===== src/rtl/cmd_dispatch_scheduler.sv =====
// Two-core command scheduler: per-core FIFOs, start/ready sequencing, HALT as a drain barrier.
// Optional DISPATCH_PERF_EN adds issue/stall performance counters.
module cmd_dispatch_scheduler #(
  parameter int DEPTH = 4,
  parameter int CMD_W = 64
) (
  input  logic                     clk,
  input  logic                     rst_n,
  input  logic                     cmd_valid,
  input  logic [CMD_W-1:0]         cmd_data,
  output logic                     cmd_ready,
  output logic                     core0_start,
  output logic [CMD_W-1:0]         core0_cmd,
  input  logic                     core0_ready,
  output logic                     core1_start,
  output logic [CMD_W-1:0]         core1_cmd,
  input  logic                     core1_ready,
  output logic [$clog2(DEPTH):0]   q0_level,
  output logic [$clog2(DEPTH):0]   q1_level,
  output logic                     busy,
  output logic                     halted
`ifdef DISPATCH_PERF_EN
  ,
  output logic [31:0]              issue_cnt0,
  output logic [31:0]              issue_cnt1,
  output logic [31:0]              stall_cnt
`endif
);

  localparam int AW = $clog2(DEPTH);
  localparam int LW = AW + 1;
  localparam logic [7:0] OP_HALT = 8'h00;

  typedef enum logic [1:0] {
    ST_RUN    = 2'd0,
    ST_DRAIN  = 2'd1,
    ST_HALTED = 2'd2
  } state_t;

  state_t           state_r;
  state_t           state_next_s;
  logic [CMD_W-1:0] mem_r    [2][DEPTH];
  logic [AW-1:0]    wr_ptr_r [2];
  logic [AW-1:0]    rd_ptr_r [2];
  logic [LW-1:0]    level_r  [2];
  logic [CMD_W-1:0] cmd_r    [2];
  logic [1:0]       start_r;
  logic             halted_r;

  logic [1:0]       ready_s;
  logic [1:0]       full_s;
  logic [1:0]       empty_s;
  logic [1:0]       enq_s;
  logic [1:0]       issue_s;
  logic             is_halt_s;
  logic             tgt_s;
  logic             cmd_ready_s;
  logic             halt_acc_s;
  logic             drain_done_s;

  assign ready_s   = {core1_ready, core0_ready};
  assign is_halt_s = (cmd_data[CMD_W-1 -: 8] == OP_HALT);
  assign tgt_s     = cmd_data[48];

  // Queue occupancy flags
  always_comb begin
    full_s  = 2'b00;
    empty_s = 2'b00;
    for (int c = 0; c < 2; c++) begin
      full_s[c]  = (level_r[c] == LW'(DEPTH));
      empty_s[c] = (level_r[c] == '0);
    end
  end

  // Accept decision; a full queue refuses even if it is popping this cycle
  always_comb begin
    cmd_ready_s = 1'b0;
    if (!rst_n) begin
      cmd_ready_s = 1'b0;
    end else if (state_r == ST_RUN) begin
      if (is_halt_s) begin
        cmd_ready_s = 1'b1;
      end else begin
        cmd_ready_s = !full_s[tgt_s];
      end
    end else begin
      cmd_ready_s = 1'b0;
    end
  end

  assign halt_acc_s = cmd_valid && cmd_ready_s && is_halt_s;
  assign enq_s[0]   = cmd_valid && cmd_ready_s && !is_halt_s && !tgt_s;
  assign enq_s[1]   = cmd_valid && cmd_ready_s && !is_halt_s && tgt_s;
  // The !start_r term covers the cycle before the core drops its ready
  assign issue_s[0] = !empty_s[0] && ready_s[0] && !start_r[0] && (state_r != ST_HALTED);
  assign issue_s[1] = !empty_s[1] && ready_s[1] && !start_r[1] && (state_r != ST_HALTED);

  assign drain_done_s = empty_s[0] && empty_s[1] && (&ready_s) && (start_r == 2'b00);

  // Next-state logic
  always_comb begin
    state_next_s = state_r;
    case (state_r)
      ST_RUN: begin
        if (halt_acc_s) begin
          state_next_s = ST_DRAIN;
        end else begin
          state_next_s = ST_RUN;
        end
      end
      ST_DRAIN: begin
        if (drain_done_s) begin
          state_next_s = ST_HALTED;
        end else begin
          state_next_s = ST_DRAIN;
        end
      end
      ST_HALTED: state_next_s = ST_HALTED;
      default:   state_next_s = ST_RUN;
    endcase
  end

  // State and sticky halt registers
  always_ff @(posedge clk or negedge rst_n) begin
    if (!rst_n) begin
      state_r  <= ST_RUN;
      halted_r <= 1'b0;
    end else begin
      state_r  <= state_next_s;
      halted_r <= (state_next_s == ST_HALTED);
    end
  end

  // Queue pointers, levels, and core start/command registers
  always_ff @(posedge clk or negedge rst_n) begin
    if (!rst_n) begin
      start_r <= 2'b00;
      for (int c = 0; c < 2; c++) begin
        wr_ptr_r[c] <= '0;
        rd_ptr_r[c] <= '0;
        level_r[c]  <= '0;
        cmd_r[c]    <= '0;
      end
    end else begin
      for (int c = 0; c < 2; c++) begin
        start_r[c] <= issue_s[c];
        if (enq_s[c]) begin
          wr_ptr_r[c] <= wr_ptr_r[c] + AW'(1'b1);
        end
        if (issue_s[c]) begin
          rd_ptr_r[c] <= rd_ptr_r[c] + AW'(1'b1);
          cmd_r[c]    <= mem_r[c][rd_ptr_r[c]];
        end
        case ({enq_s[c], issue_s[c]})
          2'b10:   level_r[c] <= level_r[c] + LW'(1'b1);
          2'b01:   level_r[c] <= level_r[c] - LW'(1'b1);
          default: level_r[c] <= level_r[c];
        endcase
      end
    end
  end

  // Queue storage; contents are don't-care once pointers reset
  always_ff @(posedge clk) begin
    for (int c = 0; c < 2; c++) begin
      if (enq_s[c]) begin
        mem_r[c][wr_ptr_r[c]] <= cmd_data;
      end
    end
  end

  assign cmd_ready   = cmd_ready_s;
  assign core0_start = start_r[0];
  assign core1_start = start_r[1];
  assign core0_cmd   = cmd_r[0];
  assign core1_cmd   = cmd_r[1];
  assign q0_level    = level_r[0];
  assign q1_level    = level_r[1];
  assign halted      = halted_r;
  assign busy        = !empty_s[0] || !empty_s[1] || !core0_ready || !core1_ready;

`ifdef DISPATCH_PERF_EN
  logic [31:0] issue_cnt0_r;
  logic [31:0] issue_cnt1_r;
  logic [31:0] stall_cnt_r;

  // Performance counters, frozen once halted
  always_ff @(posedge clk or negedge rst_n) begin
    if (!rst_n) begin
      issue_cnt0_r <= 32'd0;
      issue_cnt1_r <= 32'd0;
      stall_cnt_r  <= 32'd0;
    end else if (state_r != ST_HALTED) begin
      if (issue_s[0]) begin
        issue_cnt0_r <= issue_cnt0_r + 32'd1;
      end
      if (issue_s[1]) begin
        issue_cnt1_r <= issue_cnt1_r + 32'd1;
      end
      if (cmd_valid && !cmd_ready_s && (state_r == ST_RUN)) begin
        stall_cnt_r <= stall_cnt_r + 32'd1;
      end
    end
  end

  assign issue_cnt0 = issue_cnt0_r;
  assign issue_cnt1 = issue_cnt1_r;
  assign stall_cnt  = stall_cnt_r;
`endif

endmodule


===== config.mk =====
export PLATFORM = sky130hd
export DESIGN_NAME = cmd_dispatch_scheduler
export DESIGN_NICKNAME = d
export VERILOG_FILES = /design/src/rtl/cmd_dispatch_scheduler.sv
export SDC_FILE = /design/constraint.sdc
export NUM_CORES = 1
export LEC_CHECK = 0
export CORE_UTILIZATION = 37
export DETAILED_ROUTE_END_ITERATION = 12
export GPL_TIMING_DRIVEN = 0
export PLACE_DENSITY = 0.56
export SLEW_MARGIN = 10
export SYNTH_ARGS = -nofsm -noshare
export SYNTH_HDL_FRONTEND = slang
export SYNTH_SLANG_ARGS = --single-unit

===== constraint.sdc =====
create_clock -name clk -period 4.5 [get_ports clk]
set_input_delay 1.125 -clock clk [delete_from_list [all_inputs] [get_ports clk]]
set_output_delay 1.125 -clock clk [all_outputs]
set_load 0.005 [all_outputs]

=== Yosys cells after proc, flatten, opt, wreduce, memory -nomap -nowiden ===
Memory sizes are Yosys's and may differ from the RTL's.
Cells that the tools add are included.

* $lt $le $gt $ge: 7
* $add $sub $neg: 8
* Equal/unequal tests: 10
* Shift-type cells: 0
* Bitwise gates (word level): 4
* Div/mod/pow operators: 0
* Multiply operators: 0
* Reduce and logical (&&, ||, !) cells: 37
* Muxes and demuxes: 27

{| class="wikitable"
|+ Operator list
! cell !! number
|-
| 2-to-1 mux 256 bit || 4
|-
| 2-to-1 mux 64 bit || 6
|-
| binary-select mux 64 bit (select 2 bit) || 2
|-
| demux 64 bit (select 2 bit) || 2
|-
| OR reduction 256 bit || 1
|-
| logical AND 1 bit || 16
|-
| >= comparator 3 bit, second input constant || 4
|-
| inverter 2 -> 3 bit || 4
|-
| one-hot mux 3 bit (2 select lines) || 2
|-
| logical NOT 1 bit || 9
|-
| 2-to-1 mux 1 bit || 9
|-
| adder 2 x 1 -> 2 bit, second input constant || 4
|-
| == test 2 bit, second input constant || 4
|-
| logical NOT 8 bit || 1
|-
| adder 3 x 1 -> 3 bit, second input constant || 2
|-
| == test 2 x 1 -> 1 bit, second input constant || 3
|-
| == test 3 bit, second input constant || 2
|-
| logical NOT 3 bit || 2
|-
| < comparator 3 x 1 -> 1 bit, second input constant || 2
|-
| one-hot mux 2 bit (3 select lines) || 1
|-
| subtractor 3 x 1 -> 3 bit, second input constant || 2
|-
| logical NOT 2 bit || 2
|-
| nonzero test 2 bit || 2
|-
| logical OR 1 bit || 3
|-
| 4 further kinds || 4
|}

* Memories: 1
* Bits in latches: 0
* Register bits after elaboration: 147
* Bits in writable memories: 512
* Input bits: 69
* Memory bits (read-only): 0

{| class="wikitable"
|+ Memory list
! name !! words !! width !! read ports !! clocked after Yosys merged registers in !! wr ports !! RTL line !! text
|-
| mem_r || 2 || 256 || 2 || 0 || 1 || 42 || <nowiki>logic [CMD_W-1:0] mem_r [2][DEPTH];</nowiki>
|}

=== Longest topological paths before layout ===
Gate-level depths: netlist of the first run.

* Depth in word-level cells: 14
* Mapped depth: 10

=== Worst setup path after synthesis of the first run ===
No wires, ideal clock.

* Path type: in2reg
* Start: input cmd_valid
* End: memory mem_r[0][256] in the netlist's numbering (enable)
* Path buffers: 0
* Required time: 4.071 ns
* Data arrival time: 3.268 ns
* Library setup time: 0.429 ns
* Cell stages on the path: 3
* Path slack: 0.803 ns
* Path through: nand4bb_4 -> a2111oi_4 -> and2_1

* Cells in the longest elaborated chain, start to end: 7
* Elaborated cells between the ends (all ways): 11
* Classes of those cells: mux (6); reduce/logical (5)

{| class="wikitable"
|+ RTL lines
! what !! RTL line !! text
|-
| start, declared || 9 || <nowiki>input logic cmd_valid,</nowiki>
|-
| logical AND 1 bit * (2 in a row) || 92, 93 ||
|-
| logical AND 1 bit || 93 || <nowiki>assign enq_s[1] = cmd_valid && cmd_ready_s && !is_halt_s && tgt_s;</nowiki>
|-
| 2-to-1 mux 1 bit || 166 || <nowiki>if (enq_s[c]) begin</nowiki>
|-
| 2-to-1 mux 256 bit (implied by the code) || 167 || <nowiki>mem_r[c][wr_ptr_r[c]] <= cmd_data;</nowiki>
|-
| OR reduction 256 bit (no source line) || n/a ||
|-
| 2-to-1 mux 1 bit (no source line) / 2-to-1 mux 256 bit (equally long branches) || n/a ||
|-
| end, declared || 42 ||
|}

Every way passes the cells marked *; elsewhere a longest branch is shown, timed or not.

=== Worst setup path in the final report of the first run ===
* Start: input cmd_data[58]
* End: output cmd_ready

* Cells in the longest elaborated chain, start to end: 4

{| class="wikitable"
|+ RTL lines
! what !! RTL line !! text
|-
| start, declared || 10 || <nowiki>input logic [CMD_W-1:0] cmd_data,</nowiki>
|-
| logical NOT 8 bit || 62 || <nowiki>assign is_halt_s = (cmd_data[CMD_W-1 -: 8] == OP_HALT);</nowiki>
|-
| 2-to-1 mux 1 bit || 81 || <nowiki>if (is_halt_s) begin</nowiki>
|-
| 2-to-1 mux 1 bit || 80 || <nowiki>end else if (state_r == ST_RUN) begin</nowiki>
|-
| 2-to-1 mux 1 bit || 78 || <nowiki>if (!rst_n) begin</nowiki>
|-
| end, declared || 11 || <nowiki>output logic cmd_ready,</nowiki>
|}

No other way between the ends.

==> run metrics, run 1 <==
post-layout utilization of the core=between 40% and 50%; critical path cell sequence=clkdlybuf4s50_1, nor4_4, nand2_1, a21oi_1, clkdlybuf4s50_1; EDFF count, synth=512; Post-Syn Instances=1,036; total gr overflow=0; warning count from the yosys run=0; design area=30,400 sq um; clock power share=31.2%; power per cell area=643 nW/um^2; insertion delay of the later-clocked pin in the worst-skew pair=~0.61 ns; Final Power=19.5 mW; synthesized area divided by synthesized cell count=23.6 sq um; synth unique cells=38; detailed-router iteration count before antenna repair=5; portion of the post-synthesis area used by sequential elements=77.9%; share of the cycle needed by the critical path after routing=96.0%; routed wire length=55.8 mm; TritonCTS Sinks=659; internal power component=14.4 mW; level count of the clock H-tree=3; growth of design area from synthesis to finish=24.3%; num rows=93; most common cell after layout, fill and taps aside=edfxtp_1; clock-pin transition on the worst setup and hold timing paths=0.06 ns; timing-limited maximum frequency=0.231 GHz; crit path capture type=primary output; ratio of cells with drive above 1 in the final layout=30.9%; Least-Margin Pin Slew=between 0.9 and 1 ns; worst endpoint data arrival time=3.20 ns; worst clock skew=0.0208 ns; number of antenna violations at the first check in global routing=4; fin. max-slew vios=0; kind of start point of the critical path=input pin; type of the tightest min-delay check=in -> async; worst setup slack before clock tree synthesis=-0.122 ns; TritonCTS Buffers=72; # nets final=1,412; result of the run=finished clean; total of hold buffers inserted after clock tree synthesis=0; maximum cell stage delay along the critical path=slightly above 0.6 ns; hpwl dp=32.8 mm; Crit Path Class=in -> out; diode count=0; average wire length per cell after detail routing=about 25 um; Syn Std Cell Area=24,500 sq um; total count of hold-check failures in the final report=0; Main synth FF type=edfxtp_1; switching component of the power=~5.1 mW; Buffers on Ports=207; height of the chip=259 um; DRT antenna net count=0; Peak VDD IR=0.397 mV; Die Area=67,100 sq um; pin count of the biggest net entering global routing=86; IO Pins=208; clock period minus final worst setup slack=4.32 ns; number of vias in the routed layout=11,300; via density per instance=5.02; routability cong.=0.690; core area=64,900 sq um; Relative slew margins=between 30% and 40%; clock root buffer master=clkbuf_16; static power due to leakage=roughly 10 nW; relative contribution of combinational cells to total power=between 20% and 30%; TritonCTS clock tree=yes; final worst setup slack=roughly 0.18 ns; RSZ-0062 raised after global routing=false; Critical Path Most Common Cell=clkdlybuf4s50_1; highest-count cells in the layout ignoring fill and taps=edfxtp_1, clkdlybuf4s50_1, dfrtp_1, mux4_2, mux2_2; count of state elements after synthesis=approximately 660; max capacitance violation total=0; final number of setup-violating endpoints=0; buffer depth of the longest clock path=3; sequential power share=41.4%; post-synthesis net count=1,117; proportion of register bits with asynchronous set or reset after synthesis=22.3%; vias in the first global route=12,200; detailed router's first-iteration violation count=roughly 730; proportion of total power due to net switching=26.3%; remaining routing DRC violations=0; effective utilization at floorplan=37.7%; placed standard-cell area=27,900 sq um; WP data required=3.38 ns; die width=around 260 um; critical path fanouts, max=9; global-route wire length before repair=81.8 mm; overall track demand over capacity in global routing=around 17%; cell with the largest stage delay on the worst path=clkdlybuf4s50_1
-- metal layers --
layer	vias to the layer above	GRT usage, %	wire length, um
met2	255	26.7	26600
met3	72	4.65	3250
met1	6113	23.2	24900
li1	4819	-	-
met4	8	4.72	901
met5	-	0	49
-- metrics by stage --
stage | cells | hold WS, ns | setup TNS (ns)
2_1_floorplan | 1036 | 0.501 | 0
3_3_place_gp | 2098 | 0.490 | -5397.62
3_5_place_dp | 2109 | 0.493 | -0.122
4_1_cts | 2241 | 0.498 | 0
5_1_grt | 2244 | 0.500 | 0
6_report | 2244 | 0.463 | 0
-- worst max-delay path: cells and delay by family --
kind,cells,cell delay [ns]
buffers and inverters,2,1.22
and+or+nand+nor,2,0.69
AOI/OAI and AO/OA,1,0.16
-- state kept, by name, summed over array words and instances (netlist names) --
signal	flops
q0_level	3
core0_cmd	64
mem_r	512
start_r	2
core1_cmd	64
state_r	2
rd_ptr_r	4
q1_level	3
wr_ptr_r	4
halted	1
-- final timing paths --
path                          startpoint       endpoint  slack [ns]  depth (start not counted)
max                         cmd_data[58]      cmd_ready        0.18                          5
min                                rst_n  core0_cmd[36]        0.46                          1
max reg2reg                   state_r[0]  mem_r[0][386]        1.84                          4
min reg2reg                core1_cmd[41]  core1_cmd[41]        0.50                          1
max in group asynchronous          rst_n   core1_cmd[8]        3.06                          2
min in group clk           core1_cmd[41]  core1_cmd[41]        0.50                          1
-- logic make-up after synthesis --
| group | share of synthesized area, % |
|---|---|
| flops | 77.9 |
| compound gates | 0.343 |
| xor+xnor | 0.430 |
| fa+ha+maj | 0.675 |
| mux | 18.5 |
| buf+inv | 1.22 |
| simple gates | 0.957 |
-- Yosys cell counts (3+ instances only) --
| cell | count | share of area [%] |
|---|---|---|
| edfxtp_1 | 512 | 63 |
| dfrtp_1 | 147 | 15 |
| mux4_2 | 128 | 12 |
| mux2_2 | 92 | 4.2 |
| mux2_4 | 38 | 2.3 |
| buf_2 | 20 | 0.41 |
| inv_1 | 13 | 0.20 |
| clkbuf_1 | 11 | 0.17 |
| ha_1 | 10 | 0.51 |
| and2_1 | 8 | 0.20 |
| xor2_1 | 7 | 0.25 |
| xnor2_1 | 5 | 0.18 |
| buf_4 | 4 | 0.12 |
| buf_6 | 4 | 0.18 |
| nor2_1 | 3 | 0.046 |
-- cell type report --
cell class	instances	area (sq um)
Buffer	42	250
Clock buffer	95	2030
Clock inverter	37	434
Fill cell	5413	34500
Inverter	13	48.8
Multi-Input combinational cell	322	5150
Sequential cell	659	19100
Tap cell	855	1070
Timing Repair Buffer	221	2360
-- power groups by stage --
stage	Clock (mW)	Sequential (mW)	Combinational, mW
after global routing	6.49	8.21	5.79
after floorplan	0	8.09	2.98
after detailed placement	0	8.23	5.48
final	6.10	8.10	5.34
after global placement	0	8.25	5.36
after CTS	6.28	8.12	5.51
-- repair_timing --
item                       in CTS  in global routing
pin swaps                       0                  2
setup endpoints to repair       1                  1
buffers inserted                0                  3
resized for setup               2                  0
Power figures use the tool's default switching activity.
==> inputs of run 2 (changes only) <==
Settings changed: CTS_BUF_LIST set to sky130_fd_sc_hd__clkbuf_8.
==> run 2 against run 1 <==
Net effect: flip-flop and latch count is the same; non-clock buffer count is the same; sequential power is essentially flat; via count grew 1.4%; setup slack lost 0.013 ns; clock power shrank 16%; first-iteration DRC count shrank 13%; clock-buffer cell count grew 29; combinational power is essentially flat; final area shrank 0.93%; critical path type unchanged; critical endpoint unchanged.
==> run metrics, run 2 (same netlist as run 1, synthesis figures left out) <==
type of the tightest min-delay check=in -> async (unchanged); CP startpoint=cmd_data[58] (unchanged); placed standard-cell area=27,900 sq um (unchanged); routability cong.=0.690 (unchanged); RSZ-0062 raised after global routing=false (unchanged); die width=259 um (unchanged); buffer depth of the longest clock path=3 (unchanged); DRT antenna net count=0 (unchanged); number of vias in the routed layout=11,400 (was 11,300); ratio of cells with drive above 1 in the final layout=31.7% (was 30.9%); worst clock skew=0.0396 ns (was 0.0208 ns); post-layout utilization of the core=46.4% (was 46.8%); insertion delay of the later-clocked pin in the worst-skew pair=0.70 ns (was 0.61 ns); timing-limited maximum frequency=0.231 GHz (about the same); Crit Path Class=in -> out (unchanged); max capacitance violation total=0 (unchanged); remaining routing DRC violations=0 (unchanged); static power due to leakage=10.5 nW (was 10.4 nW); share of the cycle needed by the critical path after routing=96.3% (was 96.0%); fin. max-slew vios=0 (unchanged); RR Startpoint=state_r[0] (unchanged); global-route wire length before repair=82.5 mm (was 81.8 mm); TritonCTS Sinks=659 (unchanged); final number of setup-violating endpoints=0 (unchanged); final hold slack=0.394 ns (was 0.463 ns); via density per instance=4.93 (was 5.02); WP data required=3.38 ns (about the same); hpwl dp=32.8 mm (unchanged); num rows=93 (unchanged); overall track demand over capacity in global routing=17.0% (about the same); clock period minus final worst setup slack=4.33 ns (was 4.32 ns); core area=64,900 sq um (unchanged); Final Power=18.6 mW (was 19.5 mW); height of the chip=259 um (unchanged); Reg2Reg Setup Slack=1.82 ns (was 1.84 ns); Peak VDD IR=0.291 mV (was 0.397 mV); crit path capture type=primary output (unchanged); diode count=0 (unchanged); critical path fanouts, max=9 (unchanged); detailed-router iteration count before antenna repair=7 (was 5); total count of hold-check failures in the final report=0 (unchanged); maximum cell stage delay along the critical path=0.63 ns (was 0.62 ns); worst setup slack before clock tree synthesis=-0.122 ns (unchanged); Worst R2R End=mem_r[0][446] (was mem_r[0][386]); critical path cell sequence=clkdlybuf4s50_1, nor4_4, nand2_1, a21oi_1, clkdlybuf4s50_1 (unchanged); Die Area=67,100 sq um (unchanged); power per cell area=617 nW/um^2 (was 643 nW/um^2); average wire length per cell after detail routing=24.1 um (was 24.8 um); worst endpoint data arrival time=3.21 ns (was 3.20 ns); cell with the largest stage delay on the worst path=clkdlybuf4s50_1 (unchanged); result of the run=finished clean (unchanged); level count of the clock H-tree=3 (unchanged); crit path capture=cmd_ready (unchanged); final worst setup slack=0.167 ns (was 0.179 ns); design area=30,100 sq um (was 30,400 sq um); Critical Path Most Common Cell=clkdlybuf4s50_1 (unchanged); detailed router's first-iteration violation count=629 (was 725); IO Pins=208 (unchanged); Buffers on Ports=207 (unchanged); clock-pin transition on the worst setup and hold timing paths=0.06 ns (about the same); flip-flop count of the largest register after layout=512 (unchanged); total of hold buffers inserted after clock tree synthesis=0 (unchanged); TritonCTS Buffers=111 (was 72); number of antenna violations at the first check in global routing=4 (unchanged); r2r worst-path depth=4 (unchanged); routed wire length=55.9 mm (was 55.8 mm); growth of design area from synthesis to finish=23.1% (was 24.3%); Least-Margin Pin Slew=0.924 ns (was 0.972 ns); clock root buffer master=clkbuf_8 (was clkbuf_16); Relative slew margins=38.4% (was 35.2%); vias in the first global route=12,500 (was 12,200); # nets final=1,451 (was 1,412); TritonCTS clock tree=yes (unchanged); effective utilization at floorplan=37.7% (unchanged); most common cell after layout, fill and taps aside=edfxtp_1 (unchanged); total gr overflow=0 (unchanged); highest-count cells in the layout ignoring fill and taps=edfxtp_1, clkdlybuf4s50_1, dfrtp_1, mux4_2, clkbuf_8 (was edfxtp_1, clkdlybuf4s50_1, dfrtp_1, mux4_2, mux2_2); kind of start point of the critical path=input pin (unchanged); pin count of the biggest net entering global routing=86 (unchanged)
==> run 2: changes by cell type in the layout (fill, tap and decap cells not counted), sizes merged <==
| cell | delta |
|---|---|
| clkbuf | +29 |
| bufinv | -4 |
| clkinvlp | -2 |
| clkinv | +9 |
| inv | +44 |
==> run 2: critical path, delay by kind of cell <==
kind | cells | cell delay [ns]
compound gates | 1 | 0.16
buf+inv | 2 | 1.22
simple gates | 2 | 0.69
==> run 2: stage by stage <==
stage	setup TNS (ns)	std cells
floorplan	0	1036
global placement	-5397.62	2098
detailed placement	-0.122	2109
CTS	0	2317
global route	0	2320
finish	0	2320
==> run 2: worst min-delay path by stage <==
stage	startpoint	to	slack, ns	cells after the start
after floorplan	start_r[0]	halted	0.50	1
after global placement	core1_cmd[0]	core1_cmd[0]	0.49	1
after detailed placement	core0_cmd[59]	core0_cmd[59]	0.49	1
after CTS	rst_n	core0_cmd[36]	0.39	1
after global routing	rst_n	core0_cmd[36]	0.40	1
final	rst_n	core0_cmd[36]	0.39	1
==> run 2: timing repair <==
item                                   in CTS  in global routing
setup endpoints to repair                   1                  1
setup buffers                               0                  3
resized for setup                           2                  0
pin swaps                                   0                  2
endpoints found under the hold margin       0                  0
==> run 2: layout make-up <==
class / instances / area (sq um)
buffer: 42 / 250
clock buffer: 124 / 1710
clock inverter: 84 / 478
fill: 5530 / 34800
inverter: 13 / 48.8
multi-input combinational: 322 / 5150
sequential: 659 / 19100
tap: 855 / 1070
timing repair buffer: 221 / 2360
==> run 2: power breakdown <==
group	switching (mW)	internal, mW
Clock	2.35	2.80
Combinational	2.18	3.16
Sequential	0.565	7.54
==> run 2: routing by layer <==
metal | track usage [%] | up-vias | wire (um)
met3 | 5.34 | 67 | 3840
li1 | - | 4923 | -
met1 | 22.5 | 6145 | 24200
met5 | 0 | - | 52
met4 | 4.98 | 8 | 797
met2 | 27.1 | 287 | 26900
